`src/rtl/mips_multicycle_ctrl_pkg.sv`:
```
// Shared definitions for the multicycle MIPS controller: state encoding,
// opcode constants, datapath select codes and the packed control word.
package mips_multicycle_ctrl_pkg;

    typedef enum logic [3:0] {
        S_IDLE   = 4'd0,
        S_FETCH  = 4'd1,
        S_DECODE = 4'd2,
        S_EXEC   = 4'd3,
        S_RWB    = 4'd4,
        S_MADDR  = 4'd5,
        S_MREAD  = 4'd6,
        S_MWB    = 4'd7,
        S_MWRITE = 4'd8,
        S_BRANCH = 4'd9,
        S_JUMP   = 4'd10,
        S_AEXEC  = 4'd11,
        S_AWB    = 4'd12
    } state_t;

    localparam logic [5:0] OP_RTYPE = 6'b000000;
    localparam logic [5:0] OP_LW    = 6'b100011;
    localparam logic [5:0] OP_SW    = 6'b101011;
    localparam logic [5:0] OP_BEQ   = 6'b000100;
    localparam logic [5:0] OP_J     = 6'b000010;
    localparam logic [5:0] OP_ADDI  = 6'b001000;

    localparam logic [1:0] SRCB_RT       = 2'b00;
    localparam logic [1:0] SRCB_FOUR     = 2'b01;
    localparam logic [1:0] SRCB_SEXT     = 2'b10;
    localparam logic [1:0] SRCB_SEXT_SH2 = 2'b11;

    localparam logic [1:0] ULA_ADD   = 2'b00;
    localparam logic [1:0] ULA_SUB   = 2'b01;
    localparam logic [1:0] ULA_FUNCT = 2'b10;

    localparam logic [1:0] PCSRC_ULA    = 2'b00;
    localparam logic [1:0] PCSRC_ALUOUT = 2'b01;
    localparam logic [1:0] PCSRC_JUMP   = 2'b10;

    typedef struct packed {
        logic       pc_write;
        logic       pc_write_cond;
        logic       i_or_d;
        logic       mem_read;
        logic       mem_write;
        logic       ir_write;
        logic       mem_to_reg;
        logic       reg_dst;
        logic       reg_write;
        logic       alu_src_a;
        logic [1:0] alu_src_b;
        logic [1:0] ula_operation;
        logic [1:0] pc_source;
        logic       instr_done;
        logic       illegal_op;
        logic       bus_err;
    } ctrl_t;

    // States that talk to memory and therefore wait on mem_ready.
    function automatic logic is_mem_state(input state_t s);
        return (s == S_FETCH) || (s == S_MREAD) || (s == S_MWRITE);
    endfunction

    function automatic logic is_legal_op(input logic [5:0] op);
        return (op == OP_RTYPE) || (op == OP_LW) || (op == OP_SW) ||
               (op == OP_BEQ) || (op == OP_J) || (op == OP_ADDI);
    endfunction

endpackage

```
`src/rtl/mips_multicycle_ctrl_outputs.sv`:
```
// State -> control-word decode. Apart from the completion/timeout
// qualifiers in memory states and the illegal-opcode flag in DECODE
// (opcode comes from the registered IR), every field depends on state only.
module mips_multicycle_ctrl_outputs
    import mips_multicycle_ctrl_pkg::*;
(
    input  state_t      state_i,
    input  logic [5:0]  opcode_i,
    input  logic        mem_ready_i,
    input  logic        timeout_i,
    output ctrl_t       ctrl_o
);

    logic timed_out;
    assign timed_out = !mem_ready_i && timeout_i;

    // Control word for the current micro-step, all-zero by default.
    always_comb begin
        ctrl_o = '0;
        case (state_i)
            S_FETCH: begin
                ctrl_o.mem_read      = 1'b1;
                ctrl_o.ir_write      = 1'b1;
                ctrl_o.alu_src_b     = SRCB_FOUR;
                ctrl_o.ula_operation = ULA_ADD;
                ctrl_o.pc_write      = mem_ready_i;
                ctrl_o.bus_err       = timed_out;
            end
            S_DECODE: begin
                ctrl_o.alu_src_b     = SRCB_SEXT_SH2;
                ctrl_o.ula_operation = ULA_ADD;
                ctrl_o.illegal_op    = !is_legal_op(opcode_i);
            end
            S_EXEC: begin
                ctrl_o.alu_src_a     = 1'b1;
                ctrl_o.alu_src_b     = SRCB_RT;
                ctrl_o.ula_operation = ULA_FUNCT;
            end
            S_RWB: begin
                ctrl_o.reg_dst    = 1'b1;
                ctrl_o.reg_write  = 1'b1;
                ctrl_o.instr_done = 1'b1;
            end
            S_MADDR, S_AEXEC: begin
                ctrl_o.alu_src_a     = 1'b1;
                ctrl_o.alu_src_b     = SRCB_SEXT;
                ctrl_o.ula_operation = ULA_ADD;
            end
            S_MREAD: begin
                ctrl_o.mem_read = 1'b1;
                ctrl_o.i_or_d   = 1'b1;
                ctrl_o.bus_err  = timed_out;
            end
            S_MWB: begin
                ctrl_o.mem_to_reg = 1'b1;
                ctrl_o.reg_write  = 1'b1;
                ctrl_o.instr_done = 1'b1;
            end
            S_MWRITE: begin
                ctrl_o.mem_write  = 1'b1;
                ctrl_o.i_or_d     = 1'b1;
                ctrl_o.instr_done = mem_ready_i;
                ctrl_o.bus_err    = timed_out;
            end
            S_BRANCH: begin
                ctrl_o.alu_src_a     = 1'b1;
                ctrl_o.alu_src_b     = SRCB_RT;
                ctrl_o.ula_operation = ULA_SUB;
                ctrl_o.pc_write_cond = 1'b1;
                ctrl_o.pc_source     = PCSRC_ALUOUT;
                ctrl_o.instr_done    = 1'b1;
            end
            S_JUMP: begin
                ctrl_o.pc_write   = 1'b1;
                ctrl_o.pc_source  = PCSRC_JUMP;
                ctrl_o.instr_done = 1'b1;
            end
            S_AWB: begin
                ctrl_o.reg_write  = 1'b1;
                ctrl_o.instr_done = 1'b1;
            end
            default: ctrl_o = '0;
        endcase
    end

endmodule

```
`src/rtl/mips_multicycle_ctrl.sv`:
```
// Multicycle MIPS control FSM: state register, next-state logic and the
// memory wait counter. The control word is decoded in a sub-module.
// Handshake: a memory access completes on any clock where the FSM is in a
// memory state and mem_ready_i is 1; strobes stay up for the whole wait,
// and mem_ready_i has no effect in any other state.
module mips_multicycle_ctrl
    import mips_multicycle_ctrl_pkg::*;
#(
    parameter int TIMEOUT = 15,
    parameter int CNT_W   = 8
) (
    input  logic       clk_i,
    input  logic       rst_ni,
    input  logic [5:0] opcode_i,
    input  logic       mem_ready_i,
    output logic       pc_write_o,
    output logic       pc_write_cond_o,
    output logic       i_or_d_o,
    output logic       mem_read_o,
    output logic       mem_write_o,
    output logic       ir_write_o,
    output logic       mem_to_reg_o,
    output logic       reg_dst_o,
    output logic       reg_write_o,
    output logic       alu_src_a_o,
    output logic [1:0] alu_src_b_o,
    output logic [1:0] ula_operation_o,
    output logic [1:0] pc_source_o,
    output logic       instr_done_o,
    output logic       illegal_op_o,
    output logic       bus_err_o,
    output logic [3:0] state_o
);

    localparam logic [CNT_W-1:0] TIMEOUT_C = CNT_W'(TIMEOUT);

    state_t           state_q, state_d;
    logic [CNT_W-1:0] wait_cnt_q, wait_cnt_d;
    logic             timeout;
    ctrl_t            ctrl;

    assign timeout = (wait_cnt_q == TIMEOUT_C);

    // State and wait-counter registers.
    always_ff @(posedge clk_i or negedge rst_ni) begin
        if (!rst_ni) begin
            state_q    <= S_IDLE;
            wait_cnt_q <= '0;
        end else begin
            state_q    <= state_d;
            wait_cnt_q <= wait_cnt_d;
        end
    end

    // Next state; a timed-out access abandons the instruction and refetches.
    always_comb begin
        state_d = state_q;
        case (state_q)
            S_IDLE:   state_d = S_FETCH;
            S_FETCH: begin
                if (mem_ready_i)  state_d = S_DECODE;
                else if (timeout) state_d = S_FETCH;
            end
            S_DECODE: begin
                case (opcode_i)
                    OP_RTYPE:     state_d = S_EXEC;
                    OP_LW, OP_SW: state_d = S_MADDR;
                    OP_BEQ:       state_d = S_BRANCH;
                    OP_J:         state_d = S_JUMP;
                    OP_ADDI:      state_d = S_AEXEC;
                    default:      state_d = S_FETCH;
                endcase
            end
            S_EXEC:   state_d = S_RWB;
            S_MADDR:  state_d = (opcode_i == OP_LW) ? S_MREAD : S_MWRITE;
            S_MREAD: begin
                if (mem_ready_i)  state_d = S_MWB;
                else if (timeout) state_d = S_FETCH;
            end
            S_MWRITE: begin
                if (mem_ready_i || timeout) state_d = S_FETCH;
            end
            S_AEXEC:  state_d = S_AWB;
            S_RWB, S_MWB, S_BRANCH, S_JUMP, S_AWB: state_d = S_FETCH;
            default:  state_d = S_IDLE;
        endcase
    end

    // Count stalled cycles; any completion, timeout or non-memory state
    // leaves the counter at zero, so each memory state is entered with 0.
    always_comb begin
        wait_cnt_d = '0;
        if (is_mem_state(state_q) && !mem_ready_i && !timeout)
            wait_cnt_d = wait_cnt_q + 1'b1;
    end

    mips_multicycle_ctrl_outputs u_outputs (
        .state_i     (state_q),
        .opcode_i    (opcode_i),
        .mem_ready_i (mem_ready_i),
        .timeout_i   (timeout),
        .ctrl_o      (ctrl)
    );

    assign pc_write_o      = ctrl.pc_write;
    assign pc_write_cond_o = ctrl.pc_write_cond;
    assign i_or_d_o        = ctrl.i_or_d;
    assign mem_read_o      = ctrl.mem_read;
    assign mem_write_o     = ctrl.mem_write;
    assign ir_write_o      = ctrl.ir_write;
    assign mem_to_reg_o    = ctrl.mem_to_reg;
    assign reg_dst_o       = ctrl.reg_dst;
    assign reg_write_o     = ctrl.reg_write;
    assign alu_src_a_o     = ctrl.alu_src_a;
    assign alu_src_b_o     = ctrl.alu_src_b;
    assign ula_operation_o = ctrl.ula_operation;
    assign pc_source_o     = ctrl.pc_source;
    assign instr_done_o    = ctrl.instr_done;
    assign illegal_op_o    = ctrl.illegal_op;
    assign bus_err_o       = ctrl.bus_err;
    assign state_o         = state_q;

endmodule

```
`config.mk`:
```
export PLATFORM = sky130hd
export DESIGN_NAME = mips_multicycle_ctrl
export DESIGN_NICKNAME = d
export VERILOG_FILES = /design/src/rtl/mips_multicycle_ctrl_pkg.sv /design/src/rtl/mips_multicycle_ctrl_outputs.sv /design/src/rtl/mips_multicycle_ctrl.sv
export SDC_FILE = /design/constraint.sdc
export NUM_CORES = 1
export LEC_CHECK = 0
export ABC_AREA = 1
export CAP_MARGIN = 10
export CORE_ASPECT_RATIO = 0.8
export CORE_MARGIN = 2
export CORE_UTILIZATION = 49
export CTS_BUF_LIST = sky130_fd_sc_hd__clkbuf_4 sky130_fd_sc_hd__clkbuf_8
export DETAILED_ROUTE_END_ITERATION = 7
export GPL_TIMING_DRIVEN = 0
export PLACE_DENSITY_LB_ADDON = 0.15
export SETUP_SLACK_MARGIN = 0.2
export SLEW_MARGIN = 10
export SYNTH_ARGS = -nofsm -noshare
export SYNTH_HDL_FRONTEND = slang
export SYNTH_HIERARCHICAL = 1
export SYNTH_SLANG_ARGS = --single-unit
```
`constraint.sdc`:
```
create_clock -name clk_i -period 1.65 [get_ports clk_i]
set_input_delay 0.165 -clock clk_i [delete_from_list [all_inputs] [get_ports clk_i]]
set_output_delay 0.165 -clock clk_i [all_outputs]
set_load 0.02 [all_outputs]
```
* Word-level counts from Yosys, hierarchy flattened
Cells that the tools add are included.
Storage, ports and cells: bits in registers 12, output and inout bits 23, logic and storage cells 70
Operators by class: add/subtract/negate cells 1, equal/unequal tests 19, muxes and demuxes 23, reductions and logical operators 25
Operator list (count):
- one-hot mux 4 bit (5 select lines) | 2
- one-hot mux 4 bit (8 select lines) | 1
- == test 4 bit (second input constant) | 5
- 2-to-1 mux 4 bit | 5
- == test 4 x 3 -> 1 bit (second input constant) | 4
- == test 6 bit (second input constant) | 2
- 2-to-1 mux 1 bit | 11
- adder 8 x 1 -> 8 bit (second input constant) | 1
- == test 4 x 2 -> 1 bit (second input constant) | 2
- == test 8 x 4 -> 1 bit (second input constant) | 1
- logical OR 1 bit | 8
- 2-to-1 mux 8 bit | 1
- OR reduction 2 bit | 4
- == test 6 x 2 -> 1 bit (second input constant) | 1
- == test 6 x 3 -> 1 bit (second input constant) | 1
- == test 6 x 4 -> 1 bit (second input constant) | 1
- logical NOT 6 bit | 1
- OR reduction 3 bit | 2
- OR reduction 6 bit | 1
- OR reduction 5 bit | 1
- == test 4 x 1 -> 1 bit (second input constant) | 1
- logical NOT 4 bit | 1
- one-hot mux 1 bit (2 select lines) | 2
- one-hot mux 2 bit (2 select lines) | 1
- other kinds (4) | 8

* Logic depth before layout (Yosys ltp)
Gate-level depths: netlist (run 1).
depth in word-level cells 8, mapped depth 8, gate-level depth less buffers 8

* Modules after synthesis
Netlist (run 1), hierarchy kept.
By module, submodules not included:
- mips_multicycle_ctrl | times used 1, cells each 119, area an instance 840.8 µm², sequential area each 300.3 µm²
- mips_multicycle_ctrl_outputs | times used 1, cells each 61, area an instance 247.7 µm², sequential area each 0.0 µm²

* Worst setup path after synthesis (run 1)
Ideal clock, no wire load.
path type register -> output, from reg state_q[0], in the netlist state_o[0], to out pc_write_o, data arrival time 1.240 ns, data required time 1.485 ns, setup slack 0.245 ns, cell stages (with the launch flop) 5, path buffers 0, cells stage by stage dfrtp_1 inv_1 nor2_2 nand2_1 o21ai_1
Between the ends: word-level cells in the longest chain between the ends 2
RTL lines:
- from (decl) | RTL line mips_multicycle_ctrl.sv:37 | state_t state_q, state_d;
- from (signal assigned) | RTL line mips_multicycle_ctrl.sv:50 | state_q <= state_d;
- == test 4 bit / == test 4 x 1 -> 1 bit (equally long branches) | RTL line mips_multicycle_ctrl_outputs.sv:20 | case (state_i)
- one-hot mux 1 bit (2 select lines) * | RTL line mips_multicycle_ctrl_outputs.sv:20
- to (decl) | RTL line mips_multicycle_ctrl.sv:16 | output logic pc_write_o,
Every way passes the cells marked *; elsewhere a longest branch is shown, timed or not.

* Final worst setup path (run 1)
from reg wait_cnt_q[0], to out bus_err_o
Between the ends: word-level cells in the longest chain between the ends 3
RTL lines:
- from (decl) | RTL line mips_multicycle_ctrl.sv:38 | logic [CNT_W-1:0] wait_cnt_q, wait_cnt_d;
- from (signal assigned) | RTL line mips_multicycle_ctrl.sv:51 | wait_cnt_q <= wait_cnt_d;
- == test 8 x 4 -> 1 bit | RTL line mips_multicycle_ctrl.sv:42 | assign timeout = (wait_cnt_q == TIMEOUT_C);
- net timeout | RTL line mips_multicycle_ctrl.sv:39 | logic timeout;
- logical AND 1 bit | RTL line mips_multicycle_ctrl_outputs.sv:15 | assign timed_out = !mem_ready_i && timeout_i;
- 2-to-1 mux 1 bit | RTL line mips_multicycle_ctrl_outputs.sv:20
- to (decl) | RTL line mips_multicycle_ctrl.sv:31 | output logic bus_err_o,
The timed path passes the listed nets, and every way through them passes these cells.

==> results of run 1 <==
==> Yosys cell counts (2+ instances only) <==
cell type | count | area (um2)
sky130_fd_sc_hd__nand3_1 | 10 | 50.1
sky130_fd_sc_hd__xnor2_1 | 2 | 17.5
sky130_fd_sc_hd__inv_2 | 5 | 18.8
sky130_fd_sc_hd__nor3_1 | 3 | 15.0
sky130_fd_sc_hd__nor2_1 | 31 | 116
sky130_fd_sc_hd__nor2_4 | 2 | 22.5
sky130_fd_sc_hd__o21ai_0 | 3 | 15.0
sky130_fd_sc_hd__dfrtp_1 | 12 | 300
sky130_fd_sc_hd__a21oi_1 | 3 | 15.0
sky130_fd_sc_hd__nand2_1 | 46 | 173
sky130_fd_sc_hd__o21ai_1 | 3 | 15.0
sky130_fd_sc_hd__nor3_2 | 2 | 20.0
sky130_fd_sc_hd__inv_1 | 34 | 128
sky130_fd_sc_hd__nand2_2 | 6 | 37.5
sky130_fd_sc_hd__nor2_2 | 8 | 50.1
==> layout make-up <==
type / instances / share of cell area, %
Timing Repair Buffer: 48 / 26.7
Inverter: 39 / 8.13
Sequential cell: 12 / 16.4
Clock buffer: 3 / 1.21
Multi-Input combinational cell: 129 / 45.9
Tap cell: 25 / 1.68
==> final timing paths <==
check / cells past startpoint / endpoint / slack, ns / start
setup / recovery: 8 / bus_err_o / -0.02 / wait_cnt_q[0]$_DFF_PN0_
hold / removal: 1 / wait_cnt_q[3]$_DFF_PN0_ / 0.22 / rst_ni
setup reg to reg: 9 / wait_cnt_q[2]$_DFF_PN0_ / 0.01 / wait_cnt_q[0]$_DFF_PN0_
hold reg to reg: 2 / wait_cnt_q[0]$_DFF_PN0_ / 0.58 / wait_cnt_q[0]$_DFF_PN0_
max in group asynchronous: 1 / state_o[3]$_DFFE_PN0P_ / 1.03 / rst_ni
min in group clk_i: 4 / wait_cnt_q[3]$_DFF_PN0_ / 0.40 / mem_ready_i
==> state kept, by name, summed over array words and instances, names as in the netlist <==
| name | flops |
|---|---|
| state_o | 4 |
| wait_cnt_q | 8 |
==> layout by cell type, fill, tap and decap left out, types with 4 or more instances in the layout <==
| cell type | count |
|---|---|
| sky130_fd_sc_hd__buf_4 | 9 |
| sky130_fd_sc_hd__buf_6 | 26 |
| sky130_fd_sc_hd__nand2_2 | 18 |
| sky130_fd_sc_hd__inv_2 | 16 |
| sky130_fd_sc_hd__dlygate4sd2_1 | 4 |
| sky130_fd_sc_hd__nor2_1 | 22 |
| sky130_fd_sc_hd__nand2_1 | 26 |
| sky130_fd_sc_hd__nand3_1 | 7 |
| sky130_fd_sc_hd__dfrtp_2 | 4 |
| sky130_fd_sc_hd__nor2_2 | 4 |
| sky130_fd_sc_hd__dfrtp_1 | 8 |
| sky130_fd_sc_hd__clkdlybuf4s50_1 | 7 |
| sky130_fd_sc_hd__inv_1 | 21 |
| sky130_fd_sc_hd__nor2_4 | 15 |
| sky130_fd_sc_hd__nand2_4 | 8 |
==> per-layer routing <==
metal,vias up,wire (um)
met5,-,0
met4,0,172
met3,24,374
met2,96,2050
met1,671,1700
li1,645,-
==> metrics by stage <==
stage	total power [mW]	util, %	cells	instance area, um2	setup slack (ns)
after detailed placement	1.84	67.4	236	1430	-0.222
after global routing	3.08	87.8	256	1860	-0.0785
after CTS	2.14	71.4	248	1520	0.0720
final	2.94	87.8	256	1860	-0.0215
after floorplan	1.29	-	180	1090	0.245
after global placement	1.82	67.4	236	1430	-0.217
==> cell families after synthesis <==
| group | share of synthesized area (%) |
|---|---|
| and+or+nand+nor | 48.4 |
| buffers and inverters | 13.4 |
| AOI/OAI and AO/OA | 7.82 |
| DFF | 27.6 |
| xor gates and xnor gates | 1.61 |
| adders and majority gates | 1.15 |
==> where the power goes <==
group / total, mW / switching, mW / leakage, nW / internal [mW]
sequential: 0.493 / 0.135 / 0.157 / 0.358
clock: 0.193 / 0.108 / 0.0138 / 0.0852
combinational: 2.26 / 1.31 / 0.831 / 0.943
total: 2.94 / 1.56 / 1.00 / 1.39
==> repair_timing <==
action / CTS / global route
pin swaps: 4 / 27
endpoints found under the setup margin: 23 / 29
buffers inserted: 9 / 8
resized for setup: 112 / 92
endpoints found under the hold margin: 0 / 0
==> results.cfg, run 1 <==
[worst_setup_path]
critPathMaxStageDelay_ns = 0.37
maximum_fanout_along_the_worst_path = 3
critPathBufInv = 3
critical_path.endpoint_type = output pin
cp_slowest_cell = sky130_fd_sc_hd__dfrtp_1
cp_data_required_time_ns = 1.48
cp_cell_sequence = ha_2 -> nand3_4 -> nor2_4 -> inv_2 -> nor2_1 -> nand2_1 -> inv_1 -> buf_6
crit_family = simple AND/OR/NAND/NOR gates
critical_path.startpoint_type = flop
worst_ep_arrival_time_ns = 1.51
crit_type = flop to output pin

[global_routing]
grt_util_met3_pct = 6.46
grt_start_max_net_pins = 13
global_route.usage.met1_pct = 30.1
via_count_of_the_first_global_routing_pass = 1114
layer_with_the_highest_usage = met2
grt-ovfl-total = 0
grt_pass1_wl_um = 4640
grt_use_total_pct = 23.1
globalRouteMet2Util_pct = 37.9
antenna_found_initial = 0

[finish]
layout_area_overhead_pct = 71.1
seq_area_um2 = 305
multi_input_comb_area_um2 = 855
antenna_cells_inserted = 0
fill_cells = 105
layout.nets = 243
post_route_cells_drive_above_1_share_pct = 51.5

[sta]
maxSlewViolCount = 0
finalSetupViolations = 1
slew-limit-headroom_pct = 63.5
worst_hold_slack_ns = 0.224
max_slew.worst_pin.slew_ns = 0.546
final_min_period_over_clock_period_pct = 101
finalHoldViolCount = 0
fmax_ghz = 0.598
setup_total_negative_slack_ns = -0.0215
fin_skew_ns = 0.00226
grt_setup_unrepaired = true
timing.final.crit_period_ns = 1.67
timing.final.ws_setup_ns = -0.0215

[drt]
vias = 1436
drtIter0Drc = 101
ant_nets = 0
vias_per_cell = 5.61
route.detailed.drc = 0
routed_wl_um = 4290
wire_per_inst_um = 16.8
drt_pass_1_iters = 4

[power_and_ir_drop]
power.static_leakage_nw = 1.00
power_density_mw_per_mm2 = 1580
worst_ir_drop_vdd_v = 0.00137

[hold_path]
hp-class = primary input to async pin

[clocking]
insertion_delay_ns = 0.29
ctsHoldBuffers = 0
cts.clk_slew.worst_paths_ns = 0.07
tritoncts = done
cts_made_buffers = 3
cts_num_sinks = 12
cts_max_level = 1
cts-root-buf = sky130_fd_sc_hd__clkbuf_4
clk_path_buf_depth = 2

[floorplanning]
boundaryPins = 32
row_count = 15
coreArea_mm2 = 0.00212
floorplan.die.width_um = 56.7
die-height_um = 46.2
initial_utilization_pct = 51.3
floorplan.die_area_mm2 = 0.00262

[placement]
dpl.hpwl_um = 2040
io_buffers = 31
place_congestion = 0.934

[synth]
synth.cell_area_mm2 = 0.00109
synth_edf_count = 0
async_flop_share_pct = 100
synth-warning-count = 6
synthesis.nets = 190
syn_area_per_cell_um2 = 6.05
postSynthRegisterBits = 12
cells_after_synthesis = 180
synth-main-ff-cell = sky130_fd_sc_hd__dfrtp_1
post_synth_num_cell_types = 25
share_of_the_yosys_chip_area_belonging_to_registers_pct = 27.6

[run]
max-cap-violations = 0

[outcome]
outcome = complete, but fails checks
failed_checks = negative setup slack
Power figures use the tool's default switching activity.
==> inputs of run 2 (changes only) <==
--- a/config.mk
+++ b/config.mk
@@ -9,7 +9,7 @@
 export CAP_MARGIN = 10
 export CORE_ASPECT_RATIO = 0.8
 export CORE_MARGIN = 2
-export CORE_UTILIZATION = 49
+export CORE_UTILIZATION = 44
 export CTS_BUF_LIST = sky130_fd_sc_hd__clkbuf_4 sky130_fd_sc_hd__clkbuf_8
 export DETAILED_ROUTE_END_ITERATION = 7
 export GPL_TIMING_DRIVEN = 0
==> constraint.sdc (replaced) <==
create_clock -name clk_i -period 1.48 [get_ports clk_i]
set_input_delay 0.148 -clock clk_i [delete_from_list [all_inputs] [get_ports clk_i]]
set_output_delay 0.148 -clock clk_i [all_outputs]
set_load 0.02 [all_outputs]
==> results.cfg, run 2 (synthesis results as in run 1) <==
[finish]
largest_register_ffs = 8
final_util_pct = 84.0
antenna_cells_inserted = 0
fin_area_mm2 = 0.00202
post_route_cells_drive_above_1_share_pct = 56.9
layout_area_overhead_pct = 85.4
largest-register = wait_cnt_q
layout.nets = 257
mostFrequentLayoutCell = sky130_fd_sc_hd__buf_6
final_cell_mix = 32 x sky130_fd_sc_hd__buf_6, 25 x sky130_fd_sc_hd__nand2_1, 24 x sky130_fd_sc_hd__inv_1

[drt]
route.detailed.drc = 0
wire_per_inst_um = 15.7
ant_nets = 0
vias = 1442
drtIter0Drc = 74
routed_wl_um = 4290
drt_pass_1_iters = 4
vias_per_cell = 5.28

[clocking]
cts.clk_slew.worst_paths_ns = 0.07
clk_path_buf_depth = 2
cts_num_sinks = 12
insertion_delay_ns = 0.27
cts_made_buffers = 3
ctsHoldBuffers = 0
cts_max_level = 1
cts-root-buf = sky130_fd_sc_hd__clkbuf_4
tritoncts = done

[global_routing]
globalRouteMet2Util_pct = 41.0
via_count_of_the_first_global_routing_pass = 1258
grt_start_max_net_pins = 13
grt-ovfl-total = 0
grt_use_total_pct = 24.5
global_route.usage.met1_pct = 32.7
antenna_found_initial = 0
grt_util_met3_pct = 6.15
layer_with_the_highest_usage = met2
grt_pass1_wl_um = 5520

[worst_setup_path]
cp_slowest_cell = sky130_fd_sc_hd__dfrtp_1
critical_path.startpoint_type = flop
crit_family = simple AND/OR/NAND/NOR gates
regToRegEndpoint = state_o[3]$_DFFE_PN0P_
worstRegToRegCells = 6
worst_ep_arrival_time_ns = 1.55
cp_data_required_time_ns = 1.33
r2r_slack_ns = -0.07
maximum_fanout_along_the_worst_path = 3
critical_path.endpoint_type = output pin
critPathBufInv = 3
critPathLaunch = wait_cnt_q[6]$_DFF_PN0_
cp_cell_sequence = nor2_2 -> nand2_2 -> nor2_4 -> inv_2 -> nor2_1 -> nand2_1 -> inv_1 -> buf_6
r2r-start = state_o[1]$_DFFE_PN0P_
critPathMaxStageDelay_ns = 0.44
crit_type = flop to output pin

[placement]
dpl.hpwl_um = 2110
dpl-instance-area_mm2 = 0.00144
io_buffers = 31
place_congestion = 0.821

[sta]
grt_setup_unrepaired = true
final_min_period_over_clock_period_pct = 115
fmax_ghz = 0.590
fin_skew_ns = 0.000296
finalSetupViolations = 16
max_slew.worst_pin.slew_ns = 0.551
finalHoldViolCount = 0
timing.final.crit_period_ns = 1.69
timing.final.ws_setup_ns = -0.215
maxSlewViolCount = 0
setup_total_negative_slack_ns = -1.07
slew-limit-headroom_pct = 63.2

[floorplanning]
coreArea_mm2 = 0.00240
row_count = 16
boundaryPins = 32
initial_utilization_pct = 45.3
floorplan.die_area_mm2 = 0.00289
die-height_um = 48.5
floorplan.die.width_um = 59.6

[hold_path]
hp-class = primary input to async pin

[outcome]
outcome = complete, but fails checks
failed_checks = negative setup slack

[power_and_ir_drop]
worst_ir_drop_vdd_v = 0.00111
power_density_mw_per_mm2 = 1740
power.static_leakage_nw = 1.09

[run]
max-cap-violations = 0
[run 2: layout make-up]
type / count / area, um2
Sequential cell: 12 / 305
Tap cell: 27 / 33.8
Timing Repair Buffer: 62 / 613
Fill cell: 125 / 384
Multi-Input combinational cell: 129 / 882
Clock buffer: 4 / 30.0
Inverter: 39 / 154
[run 2: routing by layer]
metal / share of wire [%] / vias to the layer above
met3: 7.0 / 15
met5: 0 / -
li1: - / 676
met2: 50 / 68
met4: 2.5 / 0
met1: 41 / 683
[run 2: worst register-to-register path: cells and delay by family (launching register included)]
kind | cells | cell delay (ns)
and+or+nand+nor | 4 | 0.68
DFF | 1 | 0.50
buffers and inverters | 2 | 0.31
[run 2: worst max path at each step]
stage | to | slack (ns) | cells after the start
finish | bus_err_o | -0.21 | 8
global route | bus_err_o | -0.24 | 8
CTS | pc_write_o | -0.06 | 4
detailed placement | bus_err_o | -0.39 | 8
global placement | instr_done_o | -0.36 | 6
floorplan | bus_err_o | 0.21 | 5
[run 2: power breakdown]
| part | leakage [nW] | switching [mW] | internal [mW] |
|---|---|---|---|
| registers | 0.157 | 0.137 | 0.399 |
| clock network | 0.0184 | 0.112 | 0.123 |
| logic | 0.915 | 1.48 | 1.27 |
| total | 1.09 | 1.72 | 1.79 |
[run 2: per-stage QoR]
stage	hold slack (ns)	std cells	power, mW	worst slack (ns)
floorplan	-0.148	180	1.46	0.213
global placement	0.448	238	2.04	-0.357
detailed placement	0.454	238	2.06	-0.388
CTS	0.235	257	2.65	-0.0641
global route	0.247	273	3.70	-0.241
finish	0.226	273	3.51	-0.215
[run 2: timing repair]
item,in CTS,in global routing
buffers inserted,15,16
endpoints found under the setup margin,34,34
pin swaps,13,26
resized for setup,133,88
